### config.mk
export PLATFORM = sky130hd
export DESIGN_NAME = pdm_rx_core
export DESIGN_NICKNAME = d
export VERILOG_FILES = /design/src/rtl/pdm_rx_core.sv
export SDC_FILE = /design/constraint.sdc
export NUM_CORES = 1
export LEC_CHECK = 0
export CAP_MARGIN = 20
export CORE_AREA = 4 4 274 142
export DETAILED_ROUTE_END_ITERATION = 6
export DIE_AREA = 0 0 278 146
export HOLD_SLACK_MARGIN = 0.08
export PLACE_DENSITY_LB_ADDON = 0.08
export SLEW_MARGIN = 10
export SYNTH_ARGS = -nofsm -noshare
export SYNTH_HDL_FRONTEND = slang
export SYNTH_SLANG_ARGS = --single-unit
### constraint.sdc
create_clock -name clk -period 11.8 [get_ports clk]
set_input_delay 2.36 -clock clk [delete_from_list [all_inputs] [get_ports clk]]
set_output_delay 2.36 -clock clk [all_outputs]
set_load 0.01 [all_outputs]
### src/rtl/pdm_rx_core.sv
// pdm_rx_core: PDM microphone receiver. Generates the microphone clock, synchronizes and samples
// the 1-bit stream, decimates it with a 3rd-order CIC (R=64, M=1) and queues 16-bit PCM samples
// in a small FIFO read through a 4-register slot interface.
module pdm_rx_core #(
   parameter int unsigned FIFO_AW = 4,
   parameter logic [7:0]  DIV_RST = 8'h13
) (
   input  logic        clk,
   input  logic        reset,
   input  logic        cs,
   input  logic        read,
   input  logic        write,
   input  logic [4:0]  addr,
   input  logic [31:0] wr_data,
   output logic [31:0] rd_data,
   output logic        pdm_clk,
   input  logic        pdm_in
);

   localparam int unsigned      Depth  = 1 << FIFO_AW;
   localparam logic [FIFO_AW:0] DepthC = (FIFO_AW + 1)'(Depth);

   // slot decode
   logic ctrl_wr, div_wr, pop_req, clear;

   // clock generator
   logic       enable_q, enable_d;
   logic [7:0] clk_div_q, clk_div_d;
   logic [7:0] div_cnt_q, div_cnt_d;
   logic       pdm_clk_q, pdm_clk_d;
   logic       samp;

   // synchronizer and CIC
   logic [1:0]  sync_q, sync_d;
   logic [18:0] integ1_q, integ1_d, integ2_q, integ2_d, integ3_q, integ3_d;
   logic [18:0] i3_dly_q, i3_dly_d, c1_dly_q, c1_dly_d, c2_dly_q, c2_dly_d;
   logic [18:0] xin, integ1_n, integ2_n, integ3_n, comb1, comb2, comb3;
   logic signed [19:0] comb_full, comb_shr;
   logic [15:0] pcm_sat;
   logic [5:0]  smp_cnt_q, smp_cnt_d;
   logic [1:0]  settle_q, settle_d;
   logic [15:0] pcm_q, pcm_d;
   logic        push_q, push_d;

   // FIFO
   logic [15:0]        mem_q [Depth];
   logic [FIFO_AW-1:0] wr_ptr_q, wr_ptr_d, rd_ptr_q, rd_ptr_d;
   logic [FIFO_AW:0]   count_q, count_d;
   logic               ovf_q, ovf_d;
   logic               empty, full, pop, push_ok;
   logic [15:0]        head;

   logic unused_bits;
   assign unused_bits = ^{wr_data[31:8], addr[4:2]};

   assign pdm_clk = pdm_clk_q;

   // Slot decode, control registers and the PDM clock divider.
   always_comb begin
      ctrl_wr   = cs & write & (addr[1:0] == 2'd2);
      div_wr    = cs & write & (addr[1:0] == 2'd3);
      pop_req   = cs & read & (addr[1:0] == 2'd0);
      clear     = ctrl_wr & wr_data[1];
      enable_d  = ctrl_wr ? wr_data[0] : enable_q;
      clk_div_d = div_wr ? wr_data[7:0] : clk_div_q;
      div_cnt_d = div_cnt_q;
      pdm_clk_d = pdm_clk_q;
      samp      = 1'b0;
      if (!enable_d) begin
         // Disabling forces the mic clock low on the same edge.
         div_cnt_d = 8'd0;
         pdm_clk_d = 1'b0;
      end else if (div_wr) begin
         // New divisor: count restarts, next toggle uses the new value.
         div_cnt_d = 8'd0;
      end else if (div_cnt_q == clk_div_q) begin
         div_cnt_d = 8'd0;
         pdm_clk_d = ~pdm_clk_q;
         samp      = pdm_clk_q;
      end else begin
         div_cnt_d = div_cnt_q + 8'd1;
      end
   end

   // CIC integrators/combs, decimation counter, settling and PCM conversion.
   always_comb begin
      sync_d   = {sync_q[0], pdm_in};
      xin      = sync_q[1] ? 19'd1 : '1;
      integ1_n = integ1_q + xin;
      integ2_n = integ2_q + integ1_n;
      integ3_n = integ3_q + integ2_n;
      comb1    = integ3_n - i3_dly_q;
      comb2    = comb1 - c1_dly_q;
      comb3    = comb2 - c2_dly_q;
      // A 19-bit result cannot tell +2^18 from -2^18; only an all-same-sign window reaches
      // either, so the current input bit resolves it.
      comb_full = (comb3 == 19'h40000 && sync_q[1]) ? 20'sh40000 : signed'({comb3[18], comb3});
      comb_shr  = comb_full >>> 3;
      pcm_sat   = (comb_shr > 20'sd32767) ? 16'h7fff : comb_shr[15:0];

      integ1_d  = integ1_q;
      integ2_d  = integ2_q;
      integ3_d  = integ3_q;
      i3_dly_d  = i3_dly_q;
      c1_dly_d  = c1_dly_q;
      c2_dly_d  = c2_dly_q;
      smp_cnt_d = smp_cnt_q;
      settle_d  = settle_q;
      pcm_d     = pcm_q;
      push_d    = 1'b0;
      if (clear || !enable_d) begin
         integ1_d  = '0;
         integ2_d  = '0;
         integ3_d  = '0;
         i3_dly_d  = '0;
         c1_dly_d  = '0;
         c2_dly_d  = '0;
         smp_cnt_d = '0;
         settle_d  = '0;
      end else if (samp) begin
         integ1_d  = integ1_n;
         integ2_d  = integ2_n;
         integ3_d  = integ3_n;
         smp_cnt_d = smp_cnt_q + 6'd1;
         if (smp_cnt_q == 6'd63) begin
            i3_dly_d = integ3_n;
            c1_dly_d = comb1;
            c2_dly_d = comb2;
            if (settle_q == 2'd2) begin
               push_d = 1'b1;
               pcm_d  = pcm_sat;
            end else begin
               settle_d = settle_q + 2'd1;
            end
         end
      end
   end

   // FIFO pointers, occupancy and sticky overflow; clear wins over push and pop.
   always_comb begin
      empty    = (count_q == '0);
      full     = (count_q == DepthC);
      pop      = pop_req & ~empty;
      push_ok  = push_q & (~full | pop);
      wr_ptr_d = wr_ptr_q;
      rd_ptr_d = rd_ptr_q;
      count_d  = count_q;
      ovf_d    = ovf_q;
      if (clear) begin
         wr_ptr_d = '0;
         rd_ptr_d = '0;
         count_d  = '0;
         ovf_d    = 1'b0;
      end else begin
         if (push_ok) wr_ptr_d = wr_ptr_q + 1'b1;
         if (pop) rd_ptr_d = rd_ptr_q + 1'b1;
         count_d = count_q + (FIFO_AW + 1)'(push_ok) - (FIFO_AW + 1)'(pop);
         if (push_q && full && !pop) ovf_d = 1'b1;
      end
   end

   // Read mux; head reads zero while empty.
   always_comb begin
      head = empty ? 16'h0000 : mem_q[rd_ptr_q];
      unique case (addr[1:0])
         2'd0:    rd_data = {14'b0, ovf_q, empty, head};
         2'd1:    rd_data = {23'b0, 5'(count_q), full, empty, ovf_q, enable_q};
         default: rd_data = 32'h0;
      endcase
   end

   // Sample storage; contents are don't-care until written, so no reset.
   always_ff @(posedge clk) begin
      if (push_ok && !clear) mem_q[wr_ptr_q] <= pcm_q;
   end

   // State registers.
   always_ff @(posedge clk or negedge reset) begin
      if (!reset) begin
         enable_q  <= 1'b0;
         clk_div_q <= DIV_RST;
         div_cnt_q <= 8'd0;
         pdm_clk_q <= 1'b0;
         sync_q    <= 2'b00;
         integ1_q  <= '0;
         integ2_q  <= '0;
         integ3_q  <= '0;
         i3_dly_q  <= '0;
         c1_dly_q  <= '0;
         c2_dly_q  <= '0;
         smp_cnt_q <= '0;
         settle_q  <= '0;
         pcm_q     <= '0;
         push_q    <= 1'b0;
         wr_ptr_q  <= '0;
         rd_ptr_q  <= '0;
         count_q   <= '0;
         ovf_q     <= 1'b0;
      end else begin
         enable_q  <= enable_d;
         clk_div_q <= clk_div_d;
         div_cnt_q <= div_cnt_d;
         pdm_clk_q <= pdm_clk_d;
         sync_q    <= sync_d;
         integ1_q  <= integ1_d;
         integ2_q  <= integ2_d;
         integ3_q  <= integ3_d;
         i3_dly_q  <= i3_dly_d;
         c1_dly_q  <= c1_dly_d;
         c2_dly_q  <= c2_dly_d;
         smp_cnt_q <= smp_cnt_d;
         settle_q  <= settle_d;
         pcm_q     <= pcm_d;
         push_q    <= push_d;
         wr_ptr_q  <= wr_ptr_d;
         rd_ptr_q  <= rd_ptr_d;
         count_q   <= count_d;
         ovf_q     <= ovf_d;
      end
   end

endmodule

==> metrics.md <==
| Metric | Value |
|---|---|
| Status | finished clean |
| Synth Area per Inst | 13.12 µm² |
| CORE AREA | 36660 µm² |
| Place WS | 1.400 ns |
| Req. time, crit path | 12.26 ns |
| Critical path class | flop to flop |
| Type of the most critical hold path | flop to flop |
| Htree depth | 2 |
| Commonest non-fill, non-tap cell in the layout | edfxtp_1 |
| CTS resizes | 0 |
| Critical path arrival | 11.20 ns |
| Number of synthesized register bits | 429 |
| Syn. warnings | 0 |
| Via density | 6.111 |
| Met3 usage | 5.483% |
| Port buffer count | 34 |
| Crit Path Max Fanout | 15 |
| Final hold slack | 0.3565 ns |
| Total global-route track usage | 24.13% |
| Maxcap violations | 0 |
| Post-route antenna net violation count | 0 |
| Leakage | 10.21 nW |
| Final Hold Fails | 0 |
| Post-Layout Cell Count | 2224 |
| Iter 0 DRT Violations | 1759 |
| Share of cells above drive strength 1 | 11.45% |
| Final Cell Area | 23900 µm² |
| Via count | 13590 |
| # setup viols final | 0 |
| Routed WL | 48720 µm |
| Max Freq | 0.09309 GHz |
| DP Wirelength | 32020 µm |
| CTS Root Buffer Type | clkbuf_16 |
| Clock Tree Buf Depth | 3 |
| Pwr/cell area | 152.0 nW/µm² |
| Worst slew pin tran | 1.121 ns |
| Largest net degree at the start of global routing | 103 |
| Register area share after synthesis | 55.51% |
| Hold path startpoint | sync_q[0] |
| Cell Rows | 50 |
| Chip width | 278 µm |
| # placed instances | 2148 |
| EDFF count, synth | 256 |
| # clock sinks | 429 |
| Mapped Area | 21650 µm² |
| Ys async rst share | 40.33% |
| Area after DPL | 22560 µm² |
| Setup slack, reg-to-reg | 1.06 ns |
| R2r startpoint | sync_q[1] |
| Worst VDD drop | 0.0001255 V |
| CP endpoint kind | flop |
| Count of unique library cells instantiated by Yosys | 68 |
| Area Overhead vs Synth | 10.40% |
| Clock slew at reported path FFs | 0.07 ns |
| First-pass GRT wire length | 76960 µm |
| GR Overflow Total | 0 |
| Worst Skew | 0.02665 ns |
| Max incr delay on CP | 0.75 ns |
| Clk Latency, worst-skew pair | 0.56 ns |
| Die height | 146 µm |
| Antenna violations before repair | 1 |
| Hold EP | sync_q[1] |
| Starting Density | 59.06% |
| GR Util met2 | 30.75% |
| Slowest CP cell | a2111oi_0 |
| Hold path depth | 0 |
| Postcts setup bufs | 0 |
| TritonCTS Buffers | 39 |
| Max_slew headroom | 25.29% |
| Placer congestion estimate | 0.8061 |
| Fin. max-slew vios | 0 |
| GR peak layer | met1 |
| Met1 GRT Util | 42.16% |
| Drt pass-1 iters | 6 |
| Die area | 40590 µm² |
| Hold_buf cts | 0 |
| Routed length per instance | 21.90 µm |
| Vias in the first global route | 12970 |
| Ys flop type | edfxtp_1 |
| Post-Synthesis Cells | 1650 |
| Final period utilization | 91.04% |
| Commonest non-fill, non-tap cells in the layout | edfxtp_1, dfrtp_1, ha_1 |
| Diode count | 0 |
| DR DRC count | 0 |
| Setup slack after layout | 1.058 ns |
| Worst setup path startpoint | sync_q[1] |
| Unrepaired setup endpoints after global routing | false |
| Setup TNS Final | 0 ns |
| CTS tree | done |
| R2R depth | 41 |
| CP bufs+invs | 3 |
| Layout Nets | 1873 |
| RR Endpoint | pcm_q[9] |
| Number of top-level pins | 76 |
| Startpoint types | flop |
| Largest delay share family, worst path | compound AO/OA/AOI/OAI gates |
| Tmin final | 10.74 ns |
## per-stage QoR
step | util (%) | power [mW]
floorplan | - | 2.218
CTS | 64.99 | 3.662
finish | 65.20 | 3.634
global route | 65.20 | 3.818
detailed placement | 61.55 | 2.391
global placement | 61.51 | 2.376
## state kept, by name, indices dropped and copies added (netlist names)
name and count:
clk_div_q 8, smp_cnt_q 6, settle_q 2, div_cnt_q 8, i3_dly_q 19, push_q 1
c1_dly_q 19, rd_ptr_q 4, mem_q 256, ovf_q 1, c2_dly_q 19, integ1_q 19
pdm_clk 1, count_q 5, pcm_q 16, wr_ptr_q 4, enable_q 1, integ3_q 19
sync_q 2, integ2_q 19
## cell type report
type,count,area [µm²]
clock buffer,50,1037
clock inverter,22,225.2
fill,2673,12760
inverter,98,367.9
multi-input combinational,1070,9029
sequential,429,12030
tap,494,618.1
timing repair buffer,61,601.8
## worst max-delay path by stage
stage	end	slack, ns	cells after the start
floorplan	pcm_q[11]	3.31	40
global placement	pcm_q[9]	1.51	39
detailed placement	pcm_q[9]	1.40	41
CTS	pcm_q[9]	1.25	41
global route	pcm_q[9]	0.19	42
finish	pcm_q[9]	1.06	41
## per-layer routing
metal	share of wire, %	routed length [µm]
met3	9.8	4757
met4	1.0	504
met1	51	24630
met2	39	18820
met5	0	0
## cell usage after synthesis (all sizes together), types with 7 or more instances
master / n / area [µm²]
nor3: 13 / 65.06
a21oi: 79 / 395.4
dfrtp: 170 / 4254
a22oi: 7 / 52.55
ha: 124 / 1551
edfxtp: 256 / 7687
inv: 98 / 367.9
nor2b: 20 / 125.1
or3: 10 / 62.56
nor2: 110 / 412.9
nand4: 8 / 50.05
mux4: 80 / 1802
o21bai: 11 / 82.58
nand2b: 13 / 81.33
and2: 22 / 137.6
xor2: 43 / 376.6
o21ai: 66 / 330.3
fa: 7 / 140.1
a22o: 102 / 893.4
clkbuf: 36 / 135.1
a21o: 31 / 232.7
and3: 11 / 68.82
nand2: 90 / 337.8
o21a: 15 / 112.6
nand3: 26 / 170.2
buf: 30 / 175.2
a211oi: 7 / 52.55
xnor2: 80 / 700.7
mux2: 8 / 90.09
## cells by family after synthesis
logic type	after synthesis	share of synthesized area (%)
adder cells (fa/ha/maj)	131	7.812
flip-flops	429	55.51
XOR/XNOR	125	5.189
other	1	0.01732
AO/OA/AOI/OAI	368	11.86
buffers and inverters	164	3.132
multiplexers	92	8.922
AND/OR/NAND/NOR	340	7.552
## report_power, final
group          internal [mW]  total (mW)  switching (mW)  leakage, nW
Sequential              1.61        1.65          0.0447         5.35
Combinational          0.299       0.714           0.415         4.24
Clock                  0.697        1.27           0.573        0.619
No activity file was read; power rests on OpenSTA's default activity.
